--- config.mk ---
export PLATFORM = sky130hd
export DESIGN_NAME = fetch_queue
export DESIGN_NICKNAME = d
export VERILOG_FILES = /design/src/rtl/riscv_defines.sv /design/src/rtl/fetch_queue.sv
export SDC_FILE = /design/constraint.sdc
export NUM_CORES = 1
export LEC_CHECK = 0
export ABC_CLOCK_PERIOD_IN_PS = 4150
export CORE_MARGIN = 4
export CORE_UTILIZATION = 25
export CTS_BUF_LIST = sky130_fd_sc_hd__clkbuf_4 sky130_fd_sc_hd__clkbuf_8
export CTS_CLUSTER_SIZE = 28
export DETAILED_ROUTE_END_ITERATION = 16
export DONT_BUFFER_PORTS = 1
export SLEW_MARGIN = 5
export SYNTH_ARGS = -nofsm -noshare
export SYNTH_HDL_FRONTEND = slang
export SYNTH_SLANG_ARGS = --single-unit
--- constraint.sdc ---
create_clock -name clk -period 4.15 [get_ports clk]
set_clock_uncertainty 0.1 [all_clocks]
set_input_delay 0.83 -clock clk [delete_from_list [all_inputs] [get_ports clk]]
set_output_delay 0.83 -clock clk [all_outputs]
set_load 0.02 [all_outputs]
--- src/rtl/riscv_defines.sv ---
`default_nettype none
// ============================================================================
// Package     : riscv_defines
// Description : Shared instruction, trap-request and fetch-packet types.
// Revision    : 1.0 - initial release
// ============================================================================
package riscv_defines;

    typedef logic [31:0] inst_t;

    localparam inst_t       NOP_INST                = 32'h0000_0013;
    localparam logic [31:0] CAUSE_INST_ACCESS_FAULT = 32'd1;

    typedef struct packed {
        logic        valid;
        logic [1:0]  mode;
        logic [31:0] cause;
        logic [31:0] pc;
        logic [31:0] tval;
    } trap_req_t;

    typedef struct packed {
        logic [31:0] pc;
        logic [31:0] pcplus4;
        inst_t       inst;
        trap_req_t   trap_req;
    } fetch_pkt_t;

endpackage

`default_nettype wire

--- src/rtl/fetch_queue.sv ---
`default_nettype none
// ============================================================================
// Module      : fetch_queue
// Description : Circular packet FIFO between fetch and decode with redirect
//               flush and intake blocking behind a trapping packet.
// Revision    : 1.0 - initial release
// ============================================================================
module fetch_queue
    import riscv_defines::*;
#(
    parameter int DEPTH = 4
) (
    input  logic                         clk,
    input  logic                         start,
    input  logic                         in_valid,
    output logic                         in_ready,
    input  logic [31:0]                  pc_f,
    input  logic [31:0]                  pcplus4_f,
    input  inst_t                        inst_f,
    input  trap_req_t                    trap_req_f,
    output logic                         out_valid,
    input  logic                         out_ready,
    output logic [31:0]                  pc_d,
    output logic [31:0]                  pcplus4_d,
    output inst_t                        inst_d,
    output trap_req_t                    trap_req_d,
    input  logic                         flush,
    output logic [$clog2(DEPTH):0]       count
);

    localparam int PTR_W = $clog2(DEPTH);
    localparam int CNT_W = $clog2(DEPTH) + 1;
    localparam logic [CNT_W-1:0] C_FULL = CNT_W'(DEPTH);

    fetch_pkt_t       mem_q [DEPTH];
    fetch_pkt_t       head;
    logic [PTR_W-1:0] wr_ptr_q, wr_ptr_d;
    logic [PTR_W-1:0] rd_ptr_q, rd_ptr_d;
    logic [CNT_W-1:0] count_q, count_d;
    logic             trap_pending_q, trap_pending_d;
    logic             push, pop;

    assign in_ready  = (count_q != C_FULL) && !trap_pending_q && !flush;
    assign out_valid = (count_q != '0);
    assign push      = in_valid && in_ready;
    assign pop       = out_valid && out_ready;
    assign count     = count_q;
    assign head      = mem_q[rd_ptr_q];

    always_comb begin
        wr_ptr_d       = wr_ptr_q;
        rd_ptr_d       = rd_ptr_q;
        count_d        = count_q;
        trap_pending_d = trap_pending_q;
        if (flush) begin
            wr_ptr_d       = '0;
            rd_ptr_d       = '0;
            count_d        = '0;
            trap_pending_d = 1'b0;
        end else begin
            if (push) wr_ptr_d = wr_ptr_q + PTR_W'(1);
            if (pop)  rd_ptr_d = rd_ptr_q + PTR_W'(1);
            if (push && !pop)      count_d = count_q + CNT_W'(1);
            else if (pop && !push) count_d = count_q - CNT_W'(1);
            // A queued trap always keeps trap_pending set, so clear and set never coincide.
            if (pop && head.trap_req.valid)      trap_pending_d = 1'b0;
            if (push && trap_req_f.valid)        trap_pending_d = 1'b1;
        end
    end

    always_ff @(posedge clk or negedge start) begin
        if (!start) begin
            wr_ptr_q       <= '0;
            rd_ptr_q       <= '0;
            count_q        <= '0;
            trap_pending_q <= 1'b0;
        end else begin
            wr_ptr_q       <= wr_ptr_d;
            rd_ptr_q       <= rd_ptr_d;
            count_q        <= count_d;
            trap_pending_q <= trap_pending_d;
        end
    end

    // Storage needs no reset: entries are only observed when counted as valid.
    always_ff @(posedge clk) begin
        if (push) begin
            mem_q[wr_ptr_q] <= '{pc: pc_f, pcplus4: pcplus4_f, inst: inst_f, trap_req: trap_req_f};
        end
    end

    always_comb begin
        pc_d       = '0;
        pcplus4_d  = '0;
        inst_d     = NOP_INST;
        trap_req_d = '0;
        if (out_valid) begin
            pc_d       = head.pc;
            pcplus4_d  = head.pcplus4;
            inst_d     = head.inst;
            trap_req_d = head.trap_req;
        end
    end

endmodule

`default_nettype wire
# Yosys cells after proc, flatten, opt, wreduce, memory -nomap -nowiden

Memory sizes are Yosys's and may differ from the RTL's.
Cells that the tools add are included.

Add/sub/neg operators: 4
Equality and inequality tests: 1
Muxes and demuxes: 16
Reduce and logical (&&, ||, !) cells: 17

Operator list:

| kind                                              | count |
|---|---|
| two-way mux 99 bit                                | 1 |
| two-way mux 32 bit                                | 3 |
| two-way mux 3 bit                                 | 3 |
| nonzero test 3 bit                                | 3 |
| logical AND 1 bit                                 | 8 |
| two-way mux 2 bit                                 | 4 |
| two-way mux 1 bit                                 | 5 |
| adder 2 x 1 -> 2 bit (second input constant)      | 2 |
| logical NOT 1 bit                                 | 4 |
| nonzero test 2 bit                                | 2 |
| adder 3 x 1 -> 3 bit (second input constant)      | 1 |
| != test 3 bit (second input constant)             | 1 |
| subtractor 3 x 1 -> 3 bit (second input constant) | 1 |

Flip-flop bits (word level): 8
Bits in writable memories: 780
Input port bits: 200
Memories: 1

Memories:

| memory | words | bits a word | read ports | clocked after memory_dff | write ports | line              | text |
|---|---|---|---|---|---|---|---|
| mem_q  | 4     | 195         | 1          | 0                        | 1           | fetch_queue.sv:35 | `fetch_pkt_t mem_q [DEPTH];` |

# Depth between registers and ports, before layout

Gate-level depths: netlist of run 1.

Depth after elaboration: 9
Depth in mapped cells: 9
Mapped depth without buffers: 9

# Worst setup path after synthesis of run 1

No wires, ideal clock.

Path type: input to register
Start: input in_valid
End: memory mem_q[0][0] in the netlist's numbering (enable)
Library setup time: 0.472 ns
Data arrival time: 3.916 ns
Data required time: 3.578 ns
Slack: -0.338 ns
Cell stages on the path: 3
Buffers on the path: 0
Cells stage by stage: inv_1 > a2111oi_4 > and2_2

Word-level cells in the longest chain between the ends: 3

RTL lines:

| element                                 | line              | text |
|---|---|---|
| from (decl)                             | fetch_queue.sv:15 | `input logic in_valid,` |
| logical AND 1 bit                       | fetch_queue.sv:45 | `assign push = in_valid && in_ready;` |
| two-way mux 1 bit                       | fetch_queue.sv:87 | `if (push) begin` |
| two-way mux 1 bit (not written as such) | fetch_queue.sv:88 | `mem_q[wr_ptr_q] <= '{pc: pc_f, pcplus4: pcplus4_f, inst: inst_f, trap_req: trap_req_f};` |
| to (decl)                               | fetch_queue.sv:35 |  |

Every way passes these cells.

# Worst setup path after layout of run 1

Start: register rd_ptr_q[0]
End: output pcplus4_d[5]

Word-level cells in the longest chain between the ends: 2

RTL lines:

| element                   | line              | text |
|---|---|---|
| from (decl)               | fetch_queue.sv:38 | `logic [PTR_W-1:0] rd_ptr_q, rd_ptr_d;` |
| from (signal assigned)    | fetch_queue.sv:79 | `rd_ptr_q <= rd_ptr_d;` |
| memory read (4 x 195 bit) | n/a               |  |
| two-way mux 32 bit        | fetch_queue.sv:97 | `if (out_valid) begin` |
| to (decl)                 | fetch_queue.sv:24 | `output logic [31:0] pcplus4_d,` |

Every way passes these cells.

==> impl_metrics.json, run 1 <==
{
  "status": "completed",
  "yosysWarningCount": 0,
  "worstSkewPairLatency_ps": 820,
  "clock_tree.buffer_depth": 3,
  "cts_post_setup_buffers_inserted": 0,
  "detailed_place_hpwl_mm": 40.65,
  "hold_path.class": "in -> reg",
  "critPathMaxFanout": 27,
  "timing_worst_setup_path_type": "reg -> out",
  "antenna_violations_before_repair": 10,
  "cap_viol_max_count": 0,
  "first_global_vias": 15200,
  "clk_pin_slew_worst_paths_ps": 60,
  "largest_net_degree_at_the_start_of_global_routing": 197,
  "layout_cell_share_with_drive_strength_beyond_1_pct": 27.52,
  "setup_viol": 0,
  "cts_sink_count": 788,
  "via_count": 13960,
  "core-area_sq_um": 118400,
  "dpl_cell_area_sq_um": 32230,
  "setup_repair_after_global_routing_missed_its_margin": "no",
  "routed_via_density": 4.228,
  "post_synthesis_sequential_element_count": 788,
  "floorplan.initialDensity_pct": 25.22,
  "gr-total-overflow": 0,
  "fp.dieH_microns": 353.6,
  "placementRows": 126,
  "synth.distinct_cells": 28,
  "worst_hold_slack_ps": 167.8,
  "firstDrtPassIters": 5,
  "placedCellCount": 2872,
  "synthesis.nets": 1496,
  "count_of_pins_on_the_block_boundary": 400,
  "synth.yosys.seq_area_share_pct": 79.11,
  "final_max_slew_viol_count": 0,
  "period_share_pct": 91.88,
  "cts_max_level": 4,
  "clock_root_buffer": "sky130_fd_sc_hd__clkbuf_8",
  "tightest_slew_ps": 897.4,
  "floorplan.die.width_microns": 353.6,
  "synth.top_cell.area_share_pct": 78.44,
  "timing.critical_path.to": "pcplus4_d[5]",
  "end_kind": "output port",
  "total_leakage_power_nw": 11.40,
  "finalHoldViolCount": 0,
  "area_growth_syn_to_layout_pct": 23.37,
  "final_routed_drc_violation_total": 0,
  "instances_no_fill": 3302,
  "postSynth.asyncResetShare_pct": 1.015,
  "irDropWorstVdd_mv": 0.7076,
  "synth_top_area_cell": "sky130_fd_sc_hd__edfxtp_1",
  "worstSetupStartpoint": "rd_ptr_q[0]",
  "arrival_ps": 2880,
  "layout_commonest_cell": "sky130_fd_sc_hd__edfxtp_1",
  "yosys_most_used_dff": "sky130_fd_sc_hd__edfxtp_1",
  "max_slew_margin_pct": 40.17,
  "timing.critical_path.required_ps": 3220,
  "mappedNetlistArea_sq_um": 29860,
  "num-nets-final": 1807,
  "total_global_routing_track_utilization_pct": 10.54,
  "grt_first_pass_wirelength_mm": 98.57,
  "timing.final.crit_period_ps": 3813,
  "finish.instance_area_sq_um": 36840,
  "io_buffer_count": 0,
  "postSynthCellCount": 1291,
  "worst_reg_to_reg_path_cell_count": 10,
  "layout.filler_cells": 11280,
  "clock.fmax_ghz": 0.2623,
  "clock_tree_from_tritoncts": "built",
  "fp.dieArea_sq_um": 125000,
  "report.power.total_mw": 22.06,
  "synth-edff-count": 780,
  "syn_avg_cell_area_sq_um": 23.13,
  "tritoncts.num_buffers": 131,
  "cellPowerDensity_nw_per_um2": 598.9,
  "most-common-layout-cells": "sky130_fd_sc_hd__edfxtp_1, sky130_fd_sc_hd__dlygate4sd3_1, sky130_fd_sc_hd__mux4_2",
  "worst_setup_path_start_kind": "flip-flop",
  "detail_route.wirelength_mm": 66.14,
  "crit-reg2reg-capture": "count[2]",
  "worst-r2r-setup-slack_ps": 1290,
  "critical_path.reg2reg.startpoint": "count[2]",
  "globalplace.congestion": 0.7253,
  "routed_wire_length_per_instance_microns": 20.03,
  "detail_route.iter0.violations": 1025,
  "detail-route-antenna-nets": 0,
  "yosys-top-cells-area": "sky130_fd_sc_hd__edfxtp_1, sky130_fd_sc_hd__mux4_2, sky130_fd_sc_hd__and2_1, sky130_fd_sc_hd__dfrtp_1, sky130_fd_sc_hd__clkbuf_1"
}
## layout make-up
cell class | instances | area, sq um | share of cell area [%]
inverters | 7 | 28.78 | 0.07812
flip-flops and latches | 788 | 23630 | 64.15
clock buffers | 177 | 2173 | 5.900
multi-input cells | 430 | 5944 | 16.14
clock inverters | 51 | 446.7 | 1.213
well taps | 1600 | 2002 | 5.434
diodes | 5 | 12.51 | 0.03397
repair buffers | 244 | 2600 | 7.058
## layer usage
layer | share of wire [%] | vias to the layer above | global-route usage [%]
met1 | 39 | 7400 | 12.56
met5 | 0.020 | - | 0
met3 | 7.5 | 94 | 3.591
li1 | - | 5952 | -
met2 | 51 | 514 | 17.62
met4 | 2.2 | 2 | 4.043
## where the power goes
group / internal (mW) / switching [mW]
clock network: 3.70 / 3.06
logic: 2.14 / 3.82
registers: 9.22 / 0.126
total: 15.1 / 7.00
## metrics by stage
step	setup WS (ps)	util [%]	TNS, ps
after floorplan	-337.9	-	-263600
after global placement	1157	27.23	0
after detailed placement	1143	27.23	0
after CTS	116.8	31.10	0
after global routing	74.34	31.11	0
final	337.0	31.11	0
## cell families (layout without fill, tap and decap cells)
group / after synthesis / after routing / synth area share, %
AOI/OAI and AO/OA: 4 / 4 / 0.1676
xor gates and xnor gates: 3 / 3 / 0.08801
adders and majority gates: 5 / 5 / 0.2347
buffers and inverters: 73 / 479 / 0.9973
DFF: 788 / 788 / 79.11
muxes: 201 / 201 / 14.92
other: 0 / 5 / 0
and+or+nand+nor: 217 / 217 / 4.479
## worst max-delay path: stages, from the launching register on
cell	delay, ps
sky130_fd_sc_hd__dfrtp_4	450
sky130_fd_sc_hd__buf_12	260
sky130_fd_sc_hd__buf_4	440
sky130_fd_sc_hd__mux4_2	560
sky130_fd_sc_hd__and2_1	260
## sequential cells by signal (all words and copies together), names as in the netlist
| name | count |
|---|---|
| count | 3 |
| mem_q | 780 |
| rd_ptr_q | 2 |
| trap_pending_q | 1 |
| wr_ptr_q | 2 |
## synthesized netlist by cell type, types with 4 or more instances
cell	count
sky130_fd_sc_hd__ha_1	4
sky130_fd_sc_hd__buf_2	19
sky130_fd_sc_hd__buf_1	9
sky130_fd_sc_hd__and2_1	192
sky130_fd_sc_hd__clkbuf_1	38
sky130_fd_sc_hd__inv_1	7
sky130_fd_sc_hd__mux4_2	195
sky130_fd_sc_hd__dfrtp_1	8
sky130_fd_sc_hd__and2_2	5
sky130_fd_sc_hd__nor2_1	8
sky130_fd_sc_hd__edfxtp_1	780
## worst min path at each step
stage,endpoint,cells after the start,startpoint
floorplan,wr_ptr_q[0],1,wr_ptr_q[0]
global placement,wr_ptr_q[0],1,wr_ptr_q[0]
detailed placement,count[0],0,start
CTS,wr_ptr_q[0],3,flush
global route,count[0],2,flush
finish,count[0],2,flush
## what timing repair did
item,in CTS,in global routing
hold buffers,197,0
gates resized for setup,0,0
hold endpoints to repair,793,0
Power figures use the tool's default switching activity.
==> inputs of run 2 (changes only) <==
Settings changed: RECOVER_POWER set to 100.
==> run 2 against run 1 <==
The flow now finishes with violations (capacitance limit, slew limit); flip-flop and latch count unchanged; register-to-register slack got worse by 970 ps; sequential share of layout area increased by 0.31 points; wire length increased by 0.15%; combinational power decreased by 1%; design area decreased by 0.48%; setup slack got worse by 55 ps; sequential power about the same; utilization decreased by 0.15 points; clock power about the same; global-route usage unchanged; critical path depth increased by 1; highest routed layer unchanged.
==> impl_metrics.json, run 2 (synthesis gave the netlist of run 1 again) <==
{
  "gr-total-overflow": 0,
  "floorplan.die.width_microns": 353.6,
  "setup_total_negative_slack_ps": 0,
  "firstDrtPassIters": 4,
  "period_share_pct": 93.20,
  "clock.fmax_ghz": 0.2585,
  "clk_pin_slew_worst_paths_ps": 60,
  "cts_max_level": 4,
  "final_max_slew_viol_count": 100,
  "setup_repair_after_global_routing_missed_its_margin": "no",
  "core-area_sq_um": 118400,
  "instances_no_fill": 3302,
  "cellPowerDensity_nw_per_um2": 599.9,
  "seqPwrFrac_pct": 42.5,
  "total_global_routing_track_utilization_pct": 10.54,
  "largest_register_ff_count": 780,
  "finish.instance_area_sq_um": 36660,
  "grt_first_pass_wirelength_mm": 98.57,
  "setup_viol": 0,
  "detail_route.wirelength_mm": 66.24,
  "clock_tree.buffer_depth": 3,
  "most-common-layout-cells": "sky130_fd_sc_hd__edfxtp_1, sky130_fd_sc_hd__dlygate4sd3_1, sky130_fd_sc_hd__mux4_2",
  "timing.final.crit_period_ps": 3868,
  "tritoncts.num_buffers": 131,
  "timing_worst_setup_path_type": "reg -> out",
  "dp_slack_ps": 1143,
  "tightest_slew_ps": 1636,
  "final_routed_drc_violation_total": 0,
  "largest_net_degree_at_the_start_of_global_routing": 197,
  "routed_via_density": 4.231,
  "power.share.switching_pct": 31.86,
  "worst_path_dominant_cell_family": "buffers and inverters",
  "antenna_violations_before_repair": 10,
  "arrival_ps": 2940,
  "crit_path_cell_trace": "nor3_1 -> clkbuf_1 -> clkinvlp_2 -> buf_12 -> and2_1",
  "utilization_pct": 30.97,
  "first_global_vias": 15200,
  "layout_cell_share_with_drive_strength_beyond_1_pct": 26.81,
  "via_count": 13970,
  "io_buffer_count": 0,
  "grt_use_met1_pct": 12.56,
  "status": "finished with violations",
  "placementRows": 126,
  "clock_tree_from_tritoncts": "built",
  "count_of_pins_on_the_block_boundary": 400,
  "timing.critical_path.required_ps": 3220,
  "hold_path.class": "in -> reg",
  "cellInternalPower_mw": 14.99,
  "total_leakage_power_nw": 11.26,
  "busiest_layer": "met2",
  "cts-resized-gates": 0,
  "cts_sink_count": 788,
  "largest-register": "mem_q",
  "critPathBufInv": 3,
  "worstSkewPairLatency_ps": 830,
  "area_growth_syn_to_layout_pct": 22.78,
  "finalHoldViolCount": 0,
  "grtUsageMet2_pct": 17.62,
  "placedCellCount": 2872,
  "floorplan.initialDensity_pct": 25.22,
  "fp.dieH_microns": 353.6,
  "layout_commonest_cell": "sky130_fd_sc_hd__edfxtp_1",
  "worst_setup_path_start_kind": "flip-flop",
  "critPathMaxFanout": 196,
  "end_kind": "output port",
  "final_critical_path_setup_slack_ps": 282.1,
  "clock_root_buffer": "sky130_fd_sc_hd__clkbuf_8",
  "dpl_cell_area_sq_um": 32230,
  "globalplace.congestion": 0.7253,
  "detail_route.iter0.violations": 921,
  "num-nets-final": 1807,
  "cap_viol_max_count": 1,
  "switching_power_mw": 7.006,
  "critical_path.max_stage_delay_ps": 570,
  "p_comb_share_pct": 26.7,
  "max_slew_margin_pct": -9.061,
  "detail-route-antenna-nets": 0,
  "clock_power_share_pct": 30.8,
  "detailed_place_hpwl_mm": 40.65,
  "met3_usage_pct": 3.591,
  "slowest_stage": "sky130_fd_sc_hd__dfrtp_1",
  "violations": "capacitance limit, slew limit",
  "fp.dieArea_sq_um": 125000,
  "irDropWorstVdd_mv": 0.7193,
  "routed_wire_length_per_instance_microns": 20.06
}
## run 2: power groups by stage
stage	Combinational, mW	Clock (mW)	Sequential [mW]
global route	6.29	7.42	9.37
detailed placement	5.86	0	9.52
CTS	6.12	7.03	9.35
global placement	5.81	0	9.48
finish	5.88	6.77	9.35
floorplan	4.46	0	9.50
## run 2: what timing repair did
item,CTS,global route
setup buffers,0,0
hold buffers,197,0
endpoints found under the hold margin,793,0
## run 2: worst paths after layout
path / from / to / slack [ps] / cells after the start
hold reg to reg: wr_ptr_q[0] / wr_ptr_q[0] / 450 / 1
setup / recovery: count[2] / inst_d[8] / 280 / 5
hold / removal: flush / count[0] / 160 / 2
min in group asynchronous: start / rd_ptr_q[0] / 310 / 1
setup reg to reg: count[0] / mem_q[0][90] / 320 / 6
max in group asynchronous: start / rd_ptr_q[1] / 3230 / 1
## run 2: final cells by class
type | count | area (sq um)
Tap cell | 1600 | 2002
Multi-Input combinational cell | 430 | 5916
Clock inverter | 51 | 446.7
Inverter | 7 | 27.53
Antenna cell | 5 | 12.51
Fill cell | 11310 | 81730
Sequential cell | 788 | 23630
Clock buffer | 177 | 2173
Timing Repair Buffer | 244 | 2455
## run 2: per-stage QoR
stage	hold WS, ps	power (mW)
after global placement	421.0	15.29
final	159.4	21.99
after CTS	2.148	22.50
after global routing	71.18	23.08
after floorplan	402.9	13.96
after detailed placement	435.7	15.38
## run 2: layer usage
| layer | vias to the layer above | wire, microns |
|---|---|---|
| met5 | - | 26 |
| met4 | 4 | 1356 |
| met3 | 89 | 4563 |
| met2 | 470 | 34130 |
| met1 | 7459 | 26160 |
| li1 | 5949 | - |
